## src/rtl/ex_muldiv_ctrl_if.sv

```systemverilog
// Execute-stage <-> mul/div sequencer handshake bundle.
interface ex_muldiv_ctrl_if #(
    parameter int WIDTH = 24
);
    logic             iw_start;
    logic [1:0]       iw_op;
    logic [WIDTH-1:0] iw_a;
    logic [WIDTH-1:0] iw_b;
    logic             iw_flush;
    logic             ow_busy;
    logic             ow_stall;
    logic             ow_done;
    logic [WIDTH-1:0] ow_result;
    logic             ow_fl_z;
    logic             ow_fl_v;

    modport master (
        output iw_start, iw_op, iw_a, iw_b, iw_flush,
        input  ow_busy, ow_stall, ow_done, ow_result, ow_fl_z, ow_fl_v
    );

    modport slave (
        input  iw_start, iw_op, iw_a, iw_b, iw_flush,
        output ow_busy, ow_stall, ow_done, ow_result, ow_fl_z, ow_fl_v
    );
endinterface

```

## src/rtl/ex_muldiv_ctrl.sv

```systemverilog
// Multi-cycle unsigned multiply/divide sequencer beside the execute stage.
// One shift-add (MUL) or restoring-division (DIV) step per clock, WIDTH steps.
//
// state | meaning
// ------+-----------------------------------------------------------
// IDLE  | waiting for a request
// RUN   | iterating, one step per clock, pipeline stalled
// DONE  | result registered, ow_done high; may accept back-to-back
module ex_muldiv_ctrl #(
    parameter int WIDTH = 24,
    parameter int CNTW  = $clog2(WIDTH) + 1
) (
    input logic              iw_clk,
    input logic              iw_rst,
    ex_muldiv_ctrl_if.slave  bus
);

    typedef enum logic [1:0] {
        S_IDLE = 2'd0,
        S_RUN  = 2'd1,
        S_DONE = 2'd2
    } state_t;

    state_t               state_q;
    logic [1:0]           op_q;
    logic [WIDTH-1:0]     a_q;        // multiplicand
    logic [WIDTH-1:0]     b_q;        // divisor
    logic [2*WIDTH-1:0]   prod_q;     // {accumulator, multiplier}
    logic [WIDTH-1:0]     rem_q;
    logic [WIDTH-1:0]     quot_q;     // dividend shifts out as quotient shifts in
    logic [CNTW-1:0]      cnt_q;
    logic                 busy_q;
    logic                 done_q;
    logic [WIDTH-1:0]     result_q;
    logic                 z_q;
    logic                 v_q;

    logic [WIDTH:0]       mul_sum;
    logic [2*WIDTH-1:0]   prod_d;
    logic [WIDTH:0]       rem_sh;
    logic [WIDTH-1:0]     rem_d;
    logic [WIDTH-1:0]     quot_d;
    logic [WIDTH-1:0]     res_d;
    logic [WIDTH-1:0]     div0_res;
    logic                 idle_or_done;
    logic                 accept;
    logic                 div0;
    logic                 last_step;

    assign idle_or_done = (state_q == S_IDLE) || (state_q == S_DONE);
    assign accept       = idle_or_done && bus.iw_start && !bus.iw_flush;
    assign div0         = bus.iw_op[1] && (bus.iw_b == '0);
    assign div0_res     = bus.iw_op[0] ? bus.iw_a : '1;
    assign last_step    = (cnt_q == CNTW'(WIDTH - 1));

    // One datapath step: shift-add multiply and restoring divide, plus final result select.
    always_comb begin
        mul_sum = {1'b0, prod_q[2*WIDTH-1:WIDTH]} + (prod_q[0] ? {1'b0, a_q} : '0);
        prod_d  = {mul_sum, prod_q[WIDTH-1:1]};
        // Shifted partial remainder needs one extra bit before the compare.
        rem_sh  = {rem_q, quot_q[WIDTH-1]};
        if (rem_sh >= {1'b0, b_q}) begin
            rem_d  = WIDTH'(rem_sh - {1'b0, b_q});
            quot_d = {quot_q[WIDTH-2:0], 1'b1};
        end else begin
            rem_d  = rem_sh[WIDTH-1:0];
            quot_d = {quot_q[WIDTH-2:0], 1'b0};
        end
        case (op_q)
            2'b00:   res_d = prod_d[WIDTH-1:0];
            2'b01:   res_d = prod_d[2*WIDTH-1:WIDTH];
            2'b10:   res_d = quot_d;
            default: res_d = rem_d;
        endcase
    end

    // Sequencer FSM, step counter, operand/partial registers and registered outputs.
    always_ff @(posedge iw_clk or posedge iw_rst) begin
        if (iw_rst) begin
            state_q  <= S_IDLE;
            op_q     <= '0;
            a_q      <= '0;
            b_q      <= '0;
            prod_q   <= '0;
            rem_q    <= '0;
            quot_q   <= '0;
            cnt_q    <= '0;
            busy_q   <= 1'b0;
            done_q   <= 1'b0;
            result_q <= '0;
            z_q      <= 1'b0;
            v_q      <= 1'b0;
        end else begin
            done_q <= 1'b0;
            case (state_q)
                S_IDLE, S_DONE: begin
                    if (accept) begin
                        op_q   <= bus.iw_op;
                        a_q    <= bus.iw_a;
                        b_q    <= bus.iw_b;
                        prod_q <= {{WIDTH{1'b0}}, bus.iw_b};
                        rem_q  <= '0;
                        quot_q <= bus.iw_a;
                        cnt_q  <= '0;
                        if (div0) begin
                            state_q  <= S_DONE;
                            busy_q   <= 1'b0;
                            done_q   <= 1'b1;
                            result_q <= div0_res;
                            z_q      <= (div0_res == '0);
                            v_q      <= 1'b1;
                        end else begin
                            state_q <= S_RUN;
                            busy_q  <= 1'b1;
                        end
                    end else begin
                        state_q <= S_IDLE;
                        busy_q  <= 1'b0;
                    end
                end
                S_RUN: begin
                    if (bus.iw_flush) begin
                        state_q <= S_IDLE;
                        busy_q  <= 1'b0;
                    end else begin
                        if (op_q[1]) begin
                            rem_q  <= rem_d;
                            quot_q <= quot_d;
                        end else begin
                            prod_q <= prod_d;
                        end
                        cnt_q <= cnt_q + CNTW'(1);
                        if (last_step) begin
                            state_q  <= S_DONE;
                            busy_q   <= 1'b0;
                            done_q   <= 1'b1;
                            result_q <= res_d;
                            z_q      <= (res_d == '0);
                            v_q      <= 1'b0;
                        end
                    end
                end
                default: begin
                    state_q <= S_IDLE;
                    busy_q  <= 1'b0;
                end
            endcase
        end
    end

    assign bus.ow_stall  = ((state_q == S_RUN) && !bus.iw_flush) ||
                           (idle_or_done && bus.iw_start && !bus.iw_flush && !div0);
    assign bus.ow_busy   = busy_q;
    assign bus.ow_done   = done_q;
    assign bus.ow_result = result_q;
    assign bus.ow_fl_z   = z_q;
    assign bus.ow_fl_v   = v_q;

endmodule
```

## src/flat_wrapper.sv

```systemverilog
// flat-port wrapper written by rule: the top's interface ports become plain ports
module ex_muldiv_ctrl_flat 
#(
    parameter int WIDTH = 24,
    parameter int CNTW  = $clog2(WIDTH) + 1
)
  (iw_clk, iw_rst, bus_iw_start, bus_iw_op, bus_iw_a, bus_iw_b, bus_iw_flush, bus_ow_busy, bus_ow_stall, bus_ow_done, bus_ow_result, bus_ow_fl_z, bus_ow_fl_v);
  ex_muldiv_ctrl_if #(.WIDTH(WIDTH)) bus_i ();
  input logic iw_clk;
  input logic iw_rst;
  input wire logic [$bits(bus_i.iw_start)-1:0] bus_iw_start;
  input wire logic [$bits(bus_i.iw_op)-1:0] bus_iw_op;
  input wire logic [$bits(bus_i.iw_a)-1:0] bus_iw_a;
  input wire logic [$bits(bus_i.iw_b)-1:0] bus_iw_b;
  input wire logic [$bits(bus_i.iw_flush)-1:0] bus_iw_flush;
  output wire logic [$bits(bus_i.ow_busy)-1:0] bus_ow_busy;
  output wire logic [$bits(bus_i.ow_stall)-1:0] bus_ow_stall;
  output wire logic [$bits(bus_i.ow_done)-1:0] bus_ow_done;
  output wire logic [$bits(bus_i.ow_result)-1:0] bus_ow_result;
  output wire logic [$bits(bus_i.ow_fl_z)-1:0] bus_ow_fl_z;
  output wire logic [$bits(bus_i.ow_fl_v)-1:0] bus_ow_fl_v;
  assign bus_i.iw_start = bus_iw_start;
  assign bus_i.iw_op = bus_iw_op;
  assign bus_i.iw_a = bus_iw_a;
  assign bus_i.iw_b = bus_iw_b;
  assign bus_i.iw_flush = bus_iw_flush;
  assign bus_ow_busy = bus_i.ow_busy;
  assign bus_ow_stall = bus_i.ow_stall;
  assign bus_ow_done = bus_i.ow_done;
  assign bus_ow_result = bus_i.ow_result;
  assign bus_ow_fl_z = bus_i.ow_fl_z;
  assign bus_ow_fl_v = bus_i.ow_fl_v;
  ex_muldiv_ctrl #(.WIDTH(WIDTH), .CNTW(CNTW)) u_core (.iw_clk(iw_clk), .iw_rst(iw_rst), .bus(bus_i));
endmodule
```

## config.mk

```make
export PLATFORM = sky130hd
export DESIGN_NAME = ex_muldiv_ctrl_flat
export DESIGN_NICKNAME = d
export VERILOG_FILES = /design/src/rtl/ex_muldiv_ctrl_if.sv /design/src/rtl/ex_muldiv_ctrl.sv /design/src/flat_wrapper.sv
export SDC_FILE = /design/constraint.sdc
export NUM_CORES = 1
export LEC_CHECK = 0
export CAP_MARGIN = 0
export CORE_ASPECT_RATIO = 2
export CORE_UTILIZATION = 25
export DETAILED_ROUTE_END_ITERATION = 10
export GPL_ROUTABILITY_DRIVEN = 0
export PLACE_DENSITY = 0.47
export REMOVE_ABC_BUFFERS = 1
export SETUP_SLACK_MARGIN = 0.15
export SYNTH_ARGS = -nofsm -noshare
export SYNTH_HDL_FRONTEND = slang
export SYNTH_SLANG_ARGS = --single-unit
```

## constraint.sdc

```tcl
create_clock -name iw_clk -period 7.24 [get_ports iw_clk]
set_input_delay 0.724 -clock iw_clk [delete_from_list [all_inputs] [get_ports iw_clk]]
set_output_delay 0.724 -clock iw_clk [all_outputs]
set_load 0.02 [all_outputs]
```

==> reports/qor.yml <==
num-fill-cells: 4772
wirelength_um: 42800
cts-root-buf: "clkbuf_16"
layout.nets: 1444
p_per_area_mw_per_mm2: 256
synth_cell_types: 80
syn_inst: 1293
cp.arrival_ns: 5.47
relSlewSlack_pct: 27.5
final_area_mm2: 0.0133
path_clk_slew_ns: 0.07
track_usage_pct: 18.9
status: "finished with violations"
crit_path_end_kind: "register"
hold_viol_final: 0
synth_ff_type: "dfrtp_1"
grt_setup_unrepaired: "false"
yosysSeqAreaShare_pct: 39.9
post_cts_buffers: 0
tns_ns: 0
cts_tree: "done"
vias_per_cell: 5.31
dieHeight_um: 303
critPathLaunch: "u_core.rem_q[21]"
synth_area_mm2: 0.0113
setup_viol: 0
core-area_mm2: 0.0449
leakage_nw: 6.08
area_growth_pct: 17.6
final_cells: 1912
worst_slew_pin_slew_ns: 1.09
cts.sinks: 181
setup.worst_path.start_class: "register"
slew_viol_final: 0
cap_violations: 0
num_rows: 110
h-tree-depth: 4
ctsResizeCount: 0
final_antenna_net_count: 0
syn_avg_cell_area_um2: 8.78
dr.pass1.iters: 10
violations: "design-rule violations"
worst_hold_slack_ns: 0.472
io_pins: 83
grt_pass1_wl_um: 64500
async_flop_share_pct: 100
skew_ns: 0.0102
antenna_found_initial: 0
vias: 10100
cts_inserted_buffers: 17
io_buffers: 82
hold_start: "u_core.a_q[7]"
dp_hpwl_um: 33000
cp.required_ns: 7.64
postCtsHoldBufs: 0
path_max_fanout: 28
post_dp_cell_area_mm2: 0.0128
synth_edf_count: 0
final_cell_mix: "nand2_1, dfrtp_1, o21ai_0"
clockBufferDepth: 2
num_antenna_cells: 0
die-area_mm2: 0.0463
initial_core_util_pct: 25.3
finalCriticalPeriod_ns: 5.07
overflow: 0
reg2reg_from: "u_core.rem_q[21]"
drc: 3
grt_max_degree: 132
multiInputGateArea_mm2: 0.00640
ys_ff_latch: 181
peakVddDrop_mv: 0.138
hold_class: "reg -> reg"
seqCellArea_mm2: 0.00453
fmax_mhz: 197
wl_per_cell_um: 22.4
drt_iter0_markers: 594
post-place-cells: 1880
layout_commonest_cell: "nand2_1"
min_period_over_period_pct: 70.0
path_class: "reg -> reg"
yosys_warnings: 0
drive_above_1_share_pct: 5.84
clkLatencyLatePin_ns: 0.46
die_w_um: 153
grt_pass1_vias: 10300
==> report_power, final <==
part / total [mW] / internal, mW / switching (mW)
logic: 1.11 / 0.416 / 0.694
registers: 1.35 / 1.19 / 0.160
clock network: 0.960 / 0.535 / 0.425
total: 3.42 / 2.14 / 1.28
==> registers in the layout, indices dropped and copies added, names as in the netlist <==
signal / cells
u_core.bus.ow_done: 1
u_core.b_q: 24
u_core.bus.ow_result: 24
u_core.state_q: 2
u_core.bus.ow_fl_v: 1
u_core.cnt_q: 6
u_core.quot_q: 24
u_core.bus.ow_fl_z: 1
u_core.rem_q: 24
u_core.op_q: 2
u_core.prod_q: 48
u_core.a_q: 24
==> Yosys cell counts, drive strengths merged, types with 4 or more instances <==
master	number	area [um^2]
a31oi	13	81.3
nand4b	4	35.0
o311a	5	50.1
dfrtp	181	4530
a211o	5	43.8
or3	11	68.8
inv	44	165
ha	49	613
o211ai	16	120
a22o	30	264
nand2	244	918
o221ai	5	43.8
nand2b	9	56.3
a21o	26	195
nor2b	7	43.8
nor3	33	170
nand3	20	100
mux2i	66	661
clkbuf	54	206
o21bai	7	52.6
o31ai	20	150
o21ai	143	716
and3	8	50.1
o21a	17	128
o22ai	6	37.5
a211oi	21	170
buf	19	93.8
xor2	10	87.6
xnor2	20	175
nand4	11	68.8
nor4	11	75.1
a21oi	49	249
mux2	6	71.3
and2	28	175
nor2	45	169
==> metrics by stage <==
stage	power [mW]	util, %	worst slack (ns)
after floorplan	2.04	-	-1.52
after CTS	3.45	29.7	2.27
final	3.42	29.7	2.17
after global routing	3.60	29.7	2.07
after global placement	2.47	28.5	2.36
after detailed placement	2.47	28.5	2.28
==> layer usage <==
metal	global-route usage, %	routed length (um)	vias up
met3	2.04	1170	96
met1	19.2	15600	5030
met5	0	0	-
met4	12.2	2640	0
li1	-	-	4754
met2	36.3	23500	264
==> area by class of cell <==
| cell class | instances | area share (%) |
|---|---|---|
| repair buffers | 100 | 7.16 |
| flip-flops and latches | 181 | 33.9 |
| clock inverters | 8 | 0.741 |
| clock buffers | 24 | 3.61 |
| multi-input cells | 993 | 47.9 |
| inverters | 46 | 1.35 |
| well taps | 560 | 5.25 |
==> critical path, stage by stage, from the launching register on <==
cell and delay (ns):
dfrtp_1 0.41, ha_1 0.37, a21o_1 0.21, a211o_1 0.29, a41o_1 0.20, a21oi_1 0.58
buf_4 0.31, and2_1 0.87, nor3_1 0.25, a211oi_1 0.58, nand4_1 0.20, nor4_2 0.50
nand4b_1 0.14, nand2_1 0.08
==> cell families after synthesis <==
| family | Yosys count | synth area share (%) |
|---|---|---|
| DFF | 181 | 39.9 |
| xor gates and xnor gates | 30 | 2.32 |
| buffers and inverters | 119 | 4.17 |
| AOI/OAI and AO/OA | 393 | 22.8 |
| adders and majority gates | 51 | 5.76 |
| and+or+nand+nor | 444 | 18.0 |
| muxes | 75 | 7.05 |
==> final timing paths <==
path / to / slack, ns / depth (start not counted)
max: u_core.bus.ow_fl_z / 2.17 / 13
min in group asynchronous: u_core.cnt_q[3] / 0.87 / 2
min: u_core.a_q[7] / 0.47 / 2
min reg2reg: u_core.a_q[7] / 0.47 / 2
max reg2reg: u_core.bus.ow_fl_z / 2.17 / 13
max in group asynchronous: u_core.op_q[1] / 4.98 / 3
Note: power is estimated with default switching activity, not from simulation.
